===== config.mk =====
export PLATFORM = sky130hd
export DESIGN_NAME = spi_master
export DESIGN_NICKNAME = d
export VERILOG_FILES = /design/src/rtl/spi_pkg.sv /design/src/rtl/spi_clk_gen.sv /design/src/rtl/spi_master.sv
export SDC_FILE = /design/constraint.sdc
export NUM_CORES = 1
export LEC_CHECK = 0
export ABC_AREA = 1
export BUFFER_PORTS_ARGS = -buffer_cell sky130_fd_sc_hd__buf_2
export CAP_MARGIN = 0
export CORE_MARGIN = 8
export CORE_UTILIZATION = 45
export CTS_BUF_LIST = sky130_fd_sc_hd__clkbuf_16
export DETAILED_ROUTE_END_ITERATION = 6
export HOLD_SLACK_MARGIN = 0.08
export PLACE_DENSITY = 0.62
export SLEW_MARGIN = 20
export SYNTH_ARGS = -nofsm -noshare
export SYNTH_HDL_FRONTEND = slang
export SYNTH_HIERARCHICAL = 1
export SYNTH_SLANG_ARGS = --single-unit

===== constraint.sdc =====
create_clock -name clk -period 4.3 [get_ports clk]
set_input_delay 0.43 -clock clk [delete_from_list [all_inputs] [get_ports clk]]
set_output_delay 0.43 -clock clk [all_outputs]
set_load 0.02 [all_outputs]

===== src/rtl/spi_pkg.sv =====
// Shared types and default constants for the SPI master.
package spi_pkg;

  localparam int SPI_DATA_WIDTH  = 8;
  localparam int SPI_HALF_PERIOD = 4;

  typedef enum logic [2:0] {
    IDLE,
    SETUP,
    SHIFT_HI,
    SHIFT_LO,
    HOLD,
    GAP
  } state_t;

endpackage


===== src/rtl/spi_clk_gen.sv =====
// Half-period timer: emits a one-cycle tick every HALF_PERIOD enabled cycles.
module spi_clk_gen
  import spi_pkg::*;
#(
  parameter int HALF_PERIOD = SPI_HALF_PERIOD
) (
  input  logic clk,
  input  logic reset,
  input  logic enable,
  output logic tick
);

  logic [7:0] cnt;

  // Every FSM state change happens on tick, so clearing on tick restarts
  // the count at 0 in each new state.
  assign tick = enable && (cnt == 8'(HALF_PERIOD - 1));

  always_ff @(posedge clk) begin
    if (reset || !enable || tick) begin
      cnt <= '0;
    end else begin
      cnt <= cnt + 8'd1;
    end
  end

endmodule


===== src/rtl/spi_master.sv =====
// Mode-0 SPI master, MSB first: one byte out on mosi, one byte in from miso
// per accepted start, result returned with a single-cycle done strobe.
module spi_master
  import spi_pkg::*;
#(
  parameter int HALF_PERIOD = SPI_HALF_PERIOD,
  parameter int DATA_WIDTH  = SPI_DATA_WIDTH
) (
  input  logic                  clk,
  input  logic                  reset,
  input  logic                  start,
  input  logic [DATA_WIDTH-1:0] tx_data,
  output logic                  busy,
  output logic                  done,
  output logic [DATA_WIDTH-1:0] rx_data,
  output logic                  sclk,
  output logic                  mosi,
  input  logic                  miso,
  output logic                  chip_select
);

  localparam int CNT_W = $clog2(DATA_WIDTH + 1);

  state_t                 state;
  logic [DATA_WIDTH-1:0]  tx_shift;
  logic [DATA_WIDTH-1:0]  rx_shift;
  logic [CNT_W-1:0]       bit_cnt;
  logic                   tick;
  logic                   timer_en;

  assign timer_en = (state != IDLE);

  spi_clk_gen #(
    .HALF_PERIOD(HALF_PERIOD)
  ) u_clk_gen (
    .clk   (clk),
    .reset (reset),
    .enable(timer_en),
    .tick  (tick)
  );

  // NOTE: all state and outputs use non-blocking assignments so every
  // register updates from pre-edge values, keeping the outputs glitch-free.
  always_ff @(posedge clk) begin
    if (reset) begin
      state       <= IDLE;
      tx_shift    <= '0;
      rx_shift    <= '0;
      bit_cnt     <= '0;
      sclk        <= 1'b0;
      mosi        <= 1'b0;
      chip_select <= 1'b1;
      busy        <= 1'b0;
      done        <= 1'b0;
      rx_data     <= '0;
    end else begin
      done <= 1'b0;
      case (state)
        IDLE: begin
          if (start) begin
            tx_shift    <= tx_data;
            bit_cnt     <= '0;
            mosi        <= tx_data[DATA_WIDTH-1];
            chip_select <= 1'b0;
            busy        <= 1'b1;
            state       <= SETUP;
          end
        end
        SETUP, SHIFT_LO: begin
          if (tick) begin
            sclk     <= 1'b1;
            rx_shift <= {rx_shift[DATA_WIDTH-2:0], miso};
            state    <= SHIFT_HI;
          end
        end
        SHIFT_HI: begin
          if (tick) begin
            sclk    <= 1'b0;
            bit_cnt <= bit_cnt + 1'b1;
            if (bit_cnt == CNT_W'(DATA_WIDTH - 1)) begin
              state <= HOLD;
            end else begin
              // mosi moves only on the falling sclk edge.
              tx_shift <= {tx_shift[DATA_WIDTH-2:0], 1'b0};
              mosi     <= tx_shift[DATA_WIDTH-2];
              state    <= SHIFT_LO;
            end
          end
        end
        HOLD: begin
          if (tick) begin
            chip_select <= 1'b1;
            mosi        <= 1'b0;
            rx_data     <= rx_shift;
            done        <= 1'b1;
            state       <= GAP;
          end
        end
        GAP: begin
          if (tick) begin
            busy  <= 1'b0;
            state <= IDLE;
          end
        end
        default: state <= IDLE;
      endcase
    end
  end

endmodule


==> impl_metrics.toml <==
[worst_setup_path]
critical_path.max_fanout = 17
required_ns = 4.45
r2r_slack_ns = 2.20
crit_chain = "inv_1 -> nand2_1 -> nand2_1 -> inv_1 -> nand2_2 -> nor2_4 -> nand3_1 -> o21ai_0 -> a21oi_1"
slowest_stage = "dfxtp_1"
worstSetupPathType = "register to register"
crit_arrival_ns = 2.26
slowest_delay_ns = 0.52
worst-path-buf-inv = 2
cp-start-kind = "register"
end_kind = "register"
critPathTopFamily = "simple AND/OR/NAND/NOR gates"

[pwr]
p_leak_nw = 1.01
peakVddDrop_mv = 0.284
p_per_area_nw_per_um2 = 554

[sta]
fin_skew_ns = 0.00579
slew_headroom_pct = 64.3
tns_ns = 0
worst_pin_slew_ns = 0.534
finalCriticalPeriod_ns = 2.10
hold_viol_final = 0
min_period_over_period_pct = 48.9
setup_ws_ns = 2.20
fmax_ghz = 0.476
grt_setup_unrepaired = "false"
slew_viol_final = 0
finalSetupViolations = 0

[routing]
vias_per_cell = 4.72
vias = 1599
drt_pass1_iterations = 4
drt-initial-drc-count = 84
drc = 0
postRouteAntennaNets = 0
drt_wl_total_mm = 3.75
drt-wirelength-per-cell_um = 11.1

[global_route]
grtUsageMet1_pct = 15.2
grt_pass1_wl_mm = 6.68
grt.overflow.total = 0
busiest_layer = "met2"
grt_max_degree = 21
met2_usage_pct = 20.6
antenna_found_initial = 0
globalRouteMet3Util_pct = 4.58
grt_pass1_vias = 1501
grtUsageTotal_pct = 13.0

[logic_synthesis]
synthCells = 262
seq_area_frac_synth_pct = 45.9
syn-num-nets = 276
ys_types = 24
synth-seq-cells = 43
ys.warnings.count = 6
syn_avg_cell_area_um2 = 7.15
syn_area_um2 = 1870

[cts]
cts_sinks = 43
ctsResizeCount = 0
clk_latency_ns = 0.28
cts_buffers = 5
clock_path_buffers = 2
htree_levels = 2
tritoncts = "done"
cts.reportedPaths.clkPinSlew_ns = 0.06
hold_buffers = 0
cts_root_buffer = "clkbuf_16"
post-cts-setup-buffers = 0

[job]
cap_violations = 0

[placed_design]
portBuffers = 24
gp_congestion = 0.769
dp_hpwl_mm = 2.67
dp_slack_ns = 2.21

[layout]
fin_nets = 302
syn2layout_area_growth_pct = 17.4
fin_util_pct = 55.0
final_cell_mix = "nand2_1, dfxtp_1, inv_1"
n_fill_cell = 407
diodes = 0
drive_gt1_share_pct = 16.3
final_common_cell = "nand2_1"

[floorplanning]
fp-row-count = 23
initial_core_util_pct = 46.9
die_height_um = 80.5
die_w_um = 80.5
core_um2 = 4000
ios = 25
dieArea_um2 = 6490

[outcome]
status = "completed"

[worst_hold_path]
hold_path.class = "input pin to register"
-- cell type report --
cell class | count | area, um2 | share of cell area, %
clock inverter | 3 | 43.8 | 1.99
tap | 50 | 62.6 | 2.84
inverter | 32 | 120 | 5.46
clock buffer | 5 | 125 | 5.69
sequential | 43 | 861 | 39.1
multi-input combinational | 182 | 867 | 39.4
timing repair buffer | 24 | 120 | 5.46
-- power breakdown --
group          leakage (nW)  switching, W  internal, W
clock                0.0838      0.000151     0.000274
combinational         0.572      0.000201     0.000101
sequential            0.350     0.0000400     0.000452
total                  1.01      0.000392     0.000827
-- flip-flops by register name, summed over array words and instances, names as in the netlist --
name,flops
bit_cnt,4
busy,1
chip_select,1
done,1
mosi,1
rx_data,8
rx_shift,8
sclk,1
state,3
tx_shift,7
u_clk_gen/cnt,8
-- path summary, 6_finish.rpt --
check,from,to,cells after the start
worst min-delay path,miso,rx_shift[0],3
worst max register to register,state[2],rx_shift[1],9
worst min register to register,chip_select,chip_select,2
worst max-delay path,state[2],rx_shift[1],9
-- kinds of logic after synthesis --
family / synth area share [%]
and+or+nand+nor: 29.4
AOI/OAI and AO/OA: 14.6
DFF: 45.9
buffers and inverters: 7.81
xor gates and xnor gates: 0.935
adders and majority gates: 1.33
-- worst reg2reg max path, cell delays in order, from the launching register on --
cell	delay (ns)
dfxtp_1	0.52
inv_1	0.14
nand2_1	0.13
nand2_1	0.06
inv_1	0.06
nand2_2	0.08
nor2_4	0.17
nand3_1	0.42
o21ai_0	0.35
a21oi_1	0.06
-- synth_stat cells, drive strengths merged --
cell    count  share of area, %
dfxtp      43                46
o22ai       1              0.33
nand2      74                15
o21bai      1               1.0
nand4       2              0.67
clkbuf      1              0.20
xnor2       1              0.47
inv        32               6.4
a221oi      1              0.47
nand3      10               2.7
ha          2               1.3
a21oi      17               4.5
buf         4               1.2
nor2       38               9.2
and3        1              0.33
o21ai      30               8.2
nand3b      3               1.2
xor2        1              0.47
-- layer usage --
layer / vias up / wire length (um)
met4: 0 / 68
met3: 4 / 178
met1: 690 / 1780
met2: 25 / 1730
met5: - / 0
li1: 880 / -
-- stage by stage --
stage	power, W	hold slack [ns]	cell area (um2)	cells
after CTS	0.00124	0.434	2200	339
after global placement	0.000802	0.435	2030	331
after global routing	0.00131	0.459	2200	339
after floorplan	0.000732	0.424	1870	262
final	0.00122	0.440	2200	339
after detailed placement	0.000803	0.444	2030	331
Note: power is estimated with default switching activity, not from simulation.
